`src/rtl/ram_arb_pkg.sv`:
```
// Shared constants and types for the two-requester RAM port arbiter.
package ram_arb_pkg;

  localparam int unsigned NREQ           = 2;
  localparam int unsigned DefDataWidth   = 8;
  localparam int unsigned DefAddrWidth   = 4;

  typedef logic req_id_t;

  // One requester's access at the default word/address widths.
  typedef struct packed {
    logic                    we;
    logic [DefAddrWidth-1:0] addr;
    logic [DefDataWidth-1:0] wdata;
  } access_t;

  function automatic logic [NREQ-1:0] id_to_onehot(req_id_t id);
    return id ? 2'b10 : 2'b01;
  endfunction

endpackage

```
`src/rtl/ram_arb_pick.sv`:
```
// Combinational winner selection for the RAM port arbiter.
// RAM_ARB_RR_EN selects round-robin on contention; otherwise requester 0 has fixed priority.
module ram_arb_pick
  import ram_arb_pkg::*;
(
  input  logic [NREQ-1:0] req,
  input  req_id_t         last_gnt,
  output logic [NREQ-1:0] gnt,
  output req_id_t         win_id,
  output logic            any_gnt
);

  req_id_t pref_id;

`ifdef RAM_ARB_RR_EN
  assign pref_id = ~last_gnt;
`else
  logic unused_last_gnt;
  assign unused_last_gnt = last_gnt;
  assign pref_id         = 1'b0;
`endif

  always_comb begin
    any_gnt = |req;
    // Contention goes to the preferred requester; otherwise the lone requester wins.
    if (&req) begin
      win_id = pref_id;
    end else begin
      win_id = req[1];
    end
    gnt = any_gnt ? id_to_onehot(win_id) : '0;
  end

endmodule

```
`src/rtl/ram_port_arbiter.sv`:
```
// Time-shares one single-port synchronous RAM between two requesters and routes read data back.
// Contention policy follows RAM_ARB_RR_EN (round-robin) or fixed priority when undefined.
module ram_port_arbiter
  import ram_arb_pkg::*;
#(
  parameter int unsigned DATA_WIDTH = 8,
  parameter int unsigned ADDR_WIDTH = 4,
  parameter int unsigned NREQ       = ram_arb_pkg::NREQ
) (
  input  logic                                 clk,
  input  logic                                 rst_n,
  input  logic [NREQ-1:0]                      req,
  input  logic [NREQ-1:0]                      we,
  input  logic [NREQ-1:0][ADDR_WIDTH-1:0]      addr,
  input  logic [NREQ-1:0][DATA_WIDTH-1:0]      wdata,
  output logic [NREQ-1:0]                      gnt,
  output logic [NREQ-1:0]                      rvalid,
  output logic [NREQ-1:0][DATA_WIDTH-1:0]      rdata,
  output logic                                 ram_we,
  output logic [ADDR_WIDTH-1:0]                ram_addr,
  output logic [DATA_WIDTH-1:0]                ram_din,
  input  logic [DATA_WIDTH-1:0]                ram_dout
);

  logic [NREQ-1:0]                 pick_gnt;
  req_id_t                         win_id;
  logic                            any_gnt;
  req_id_t                         last_gnt_q;
  logic                            tag_valid_q;
  req_id_t                         tag_id_q;
  logic [NREQ-1:0]                 rvalid_q;
  logic [NREQ-1:0][DATA_WIDTH-1:0] rdata_q;

  ram_arb_pick u_pick (
    .req      (req),
    .last_gnt (last_gnt_q),
    .gnt      (pick_gnt),
    .win_id   (win_id),
    .any_gnt  (any_gnt)
  );

  assign gnt    = pick_gnt;
  assign rvalid = rvalid_q;
  assign rdata  = rdata_q;

  always_comb begin
    ram_we   = 1'b0;
    ram_addr = '0;
    ram_din  = '0;
    if (any_gnt) begin
      ram_we   = we[win_id];
      ram_addr = addr[win_id];
      ram_din  = wdata[win_id];
    end
  end

  // Tag stage tracks which requester owns the read data the RAM returns next cycle.
  always_ff @(posedge clk or negedge rst_n) begin
    if (!rst_n) begin
      last_gnt_q  <= 1'b0;
      tag_valid_q <= 1'b0;
      tag_id_q    <= 1'b0;
    end else begin
      tag_valid_q <= any_gnt & ~we[win_id];
      if (any_gnt) begin
        last_gnt_q <= win_id;
        tag_id_q   <= win_id;
      end
    end
  end

  always_ff @(posedge clk or negedge rst_n) begin
    if (!rst_n) begin
      rvalid_q <= '0;
      rdata_q  <= '0;
    end else begin
      rvalid_q <= '0;
      if (tag_valid_q) begin
        rvalid_q[tag_id_q] <= 1'b1;
        rdata_q[tag_id_q]  <= ram_dout;
      end
    end
  end

endmodule
```
`config.mk`:
```
export PLATFORM = sky130hd
export DESIGN_NAME = ram_port_arbiter
export DESIGN_NICKNAME = d
export VERILOG_FILES = /design/src/rtl/ram_arb_pkg.sv /design/src/rtl/ram_arb_pick.sv /design/src/rtl/ram_port_arbiter.sv
export SDC_FILE = /design/constraint.sdc
export NUM_CORES = 1
export LEC_CHECK = 0
export ABC_AREA = 0
export ABC_CLOCK_PERIOD_IN_PS = 1800
export CORE_MARGIN = 2
export CORE_UTILIZATION = 34
export CTS_CLUSTER_DIAMETER = 120
export DETAILED_ROUTE_END_ITERATION = 7
export PLACE_DENSITY = 0.86
export SYNTH_ARGS = -nofsm -noshare
export SYNTH_HDL_FRONTEND = slang
export SYNTH_HIERARCHICAL = 1
export SYNTH_SLANG_ARGS = --single-unit
```
`constraint.sdc`:
```
create_clock -name clk -period 1.8 [get_ports clk]
set_clock_uncertainty 0.2 [all_clocks]
set_input_delay 0.18 -clock clk [delete_from_list [all_inputs] [get_ports clk]]
set_output_delay 0.18 -clock clk [all_outputs]
set_load 0.02 [all_outputs]
```
==> results.toml <==
[outcome]
status = "complete, but fails checks"
violations = "DRC"

[power]
power.leakage_uw = 0.000807
power_density_nw_per_um2 = 841
ir_worst_vdd_mv = 0.338
power_uw = 1520

[logic_synthesis]
syn_area_um2 = 1020
syn_inst = 75
yosys.area.top_type = "dfrtp_1"
ys_seq_area_share_pct = 49.3
ys.flop_type = "dfrtp_1"
yosys_warnings = 6
synth_edf_count = 0
synth_top_area_share_pct = 49.3
synth_cell_types = 13
synth_area_leaders = "dfrtp_1 (49%), mux2i_1 (13%), mux2_4 (12%)"
syn-num-nets = 113
syn_area_per_cell_um2 = 13.5
ys_ff_latch = 20
synthArstFlopShare_pct = 100
synth_common_cells = "dfrtp_1 (20), nor2b_1 (14), mux2i_1 (13), mux2_2 (9), mux2_4 (8)"
yosysMostFrequentCell = "dfrtp_1"

[place]
io_buffers = 70
place.detailed.hpwl_mm = 1.97
dpl-instance-area_um2 = 1750
gp_congestion = 0.752
place_inst = 175

[die]
die_y_um = 58.7
die_w_um = 58.7
fp.coreArea_um2 = 2810
pin_count = 71
initial_core_util_pct = 36.2
die_area_um2 = 3440
rows = 19

[sta]
finalHoldViolCount = 0
report.final.setup_viol = 0
tightest_slew_ns = 0.243
fmax_ghz = 0.598
fin_hold_ws_ns = 0.158
fin_setup_tns_ns = 0
slew_violations = 0
period_needed_ns = 1.67
timing.final.crit_share_pct = 92.9
rsz0062_at_grt = "false"
max_slew_margin_pct = 83.8

[routing]
ant_nets = 0
avgRoutedWirePerCell_um = 13.6
highest_layer = "met4"
drtIter0Drc = 18
dr_wl_met2_mm = 1.29
vias_per_cell = 4.64
drt-met1-wl_um = 867
drt_wl_total_mm = 2.47
dr.pass1.iters = 5
drc = 5
vias = 845
met3WireLength_um = 280

[clocking]
cts_made_buffers = 3
cts_tree = "built"
clk_latency_ns = 0.30
cts_max_path_buffers = 2
clock_sinks = 20
root_buffer = "clkbuf_4"
cts_max_level = 1
clkTransAtPathRegs_ns = 0.10

[setup_path]
cp.required_ns = 1.42
arrival_ns = 1.29
ff2ff_path_depth = 3
cp_max_fo = 2
slowest_stage = "clkdlybuf4s50_1"
timing.critical_path.max_delay_family = "buffers and inverters"
criticalPathCategory = "flop to output port"
r2r_slack_ns = 0.44
path_depth = 1
max_stage_delay_ns = 0.62
path_cells = "clkdlybuf4s50_1"
worst-path-buf-inv = 1
crit_path_start_kind = "flop"
critPathCaptureType = "output port"

[global_routing]
grt_antenna_before_repair = 0
grt_pass1_vias = 872
grt_use_total_pct = 15.3
grt_overflow_total = 0
grt_pass1_wl_mm = 3.93
grt_start_max_net_pins = 21

[finish]
syn2layout_area_growth_pct = 77.6
layout-drive-gt1-share_pct = 31.8
num_antenna_cells = 0
final_cells = 182
stdcell_area_um2 = 1800
final_nets = 190

[run]
max_cap_viol_count = 0

[hold_path]
hold_path_class = "input pin to flop"
holdPathStages = 3
[path summary, 6_finish.rpt]
path	end	from
max	rdata[1]	rdata[1]$_DFFE_PN0P_
min	tag_valid_q$_DFF_PN0_	req[1]
max reg2reg	rdata[1]$_DFFE_PN0P_	tag_id_q$_DFFE_PN0P_
min reg2reg	rdata[8]$_DFFE_PN0P_	rdata[8]$_DFFE_PN0P_
max in group asynchronous	rdata[0]$_DFFE_PN0P_	rst_n
min in group asynchronous	rdata[5]$_DFFE_PN0P_	rst_n
[metal layers]
layer	track usage [%]	vias up
met5	0	-
met4	7.79	0
met3	3.74	4
met2	28.6	55
met1	15.7	385
li1	-	401
[timing repair]
action	4_1_cts	5_1_grt
hold buffers	1	0
gates cloned	1	0
hold endpoints to repair	11	0
setup endpoints to repair	14	13
setup buffers	0	1
resized for setup	56	9
[logic make-up (layout without fill, tap and decap cells)]
family	after synthesis	count (layout)	share of synthesized area (%)
multiplexers	30	30	34.6
flip-flops	20	20	49.3
AND/OR/NAND/NOR	18	18	11.3
buffers and inverters	7	83	4.80
[final cells by class]
cell class	count	area, µm²
Fill cell	241	1000
Multi-Input combinational cell	48	497
Sequential cell	20	500
Tap cell	31	38.8
Clock buffer	4	36.3
Inverter	1	3.75
Timing Repair Buffer	78	728
[registers in the layout, summed over array words and instances (netlist names)]
| name | flops |
|---|---|
| tag_valid_q | 1 |
| rvalid | 2 |
| rdata | 16 |
| tag_id_q | 1 |
[metrics by stage]
step,utilization [%],setup WS [ns]
final,64.3,0.128
after global routing,64.3,0.0573
after CTS,63.5,-0.105
after detailed placement,62.3,-0.518
after global placement,62.3,-0.435
after floorplan,-,0.390
[cell usage in the layout (no fill, tap or decap), types with 3 or more instances in the layout]
cell type        synthesis  routed
buf_6                    2       3
mux2_2                   9       9
buf_4                    2       5
buf_2                    0      10
clkdlybuf4s50_1          0      54
clkbuf_4                 0       3
mux2i_1                 13      10
dfrtp_1                 20      20
mux2_4                   8       8
nor2b_1                 14      13
[report_power, final]
| group | switching, µW | internal [µW] |
|---|---|---|
| logic | 288 | 384 |
| registers | 49.5 | 543 |
| clock network | 128 | 123 |
| total | 466 | 1050 |
(Power assumes the default switching activity.)
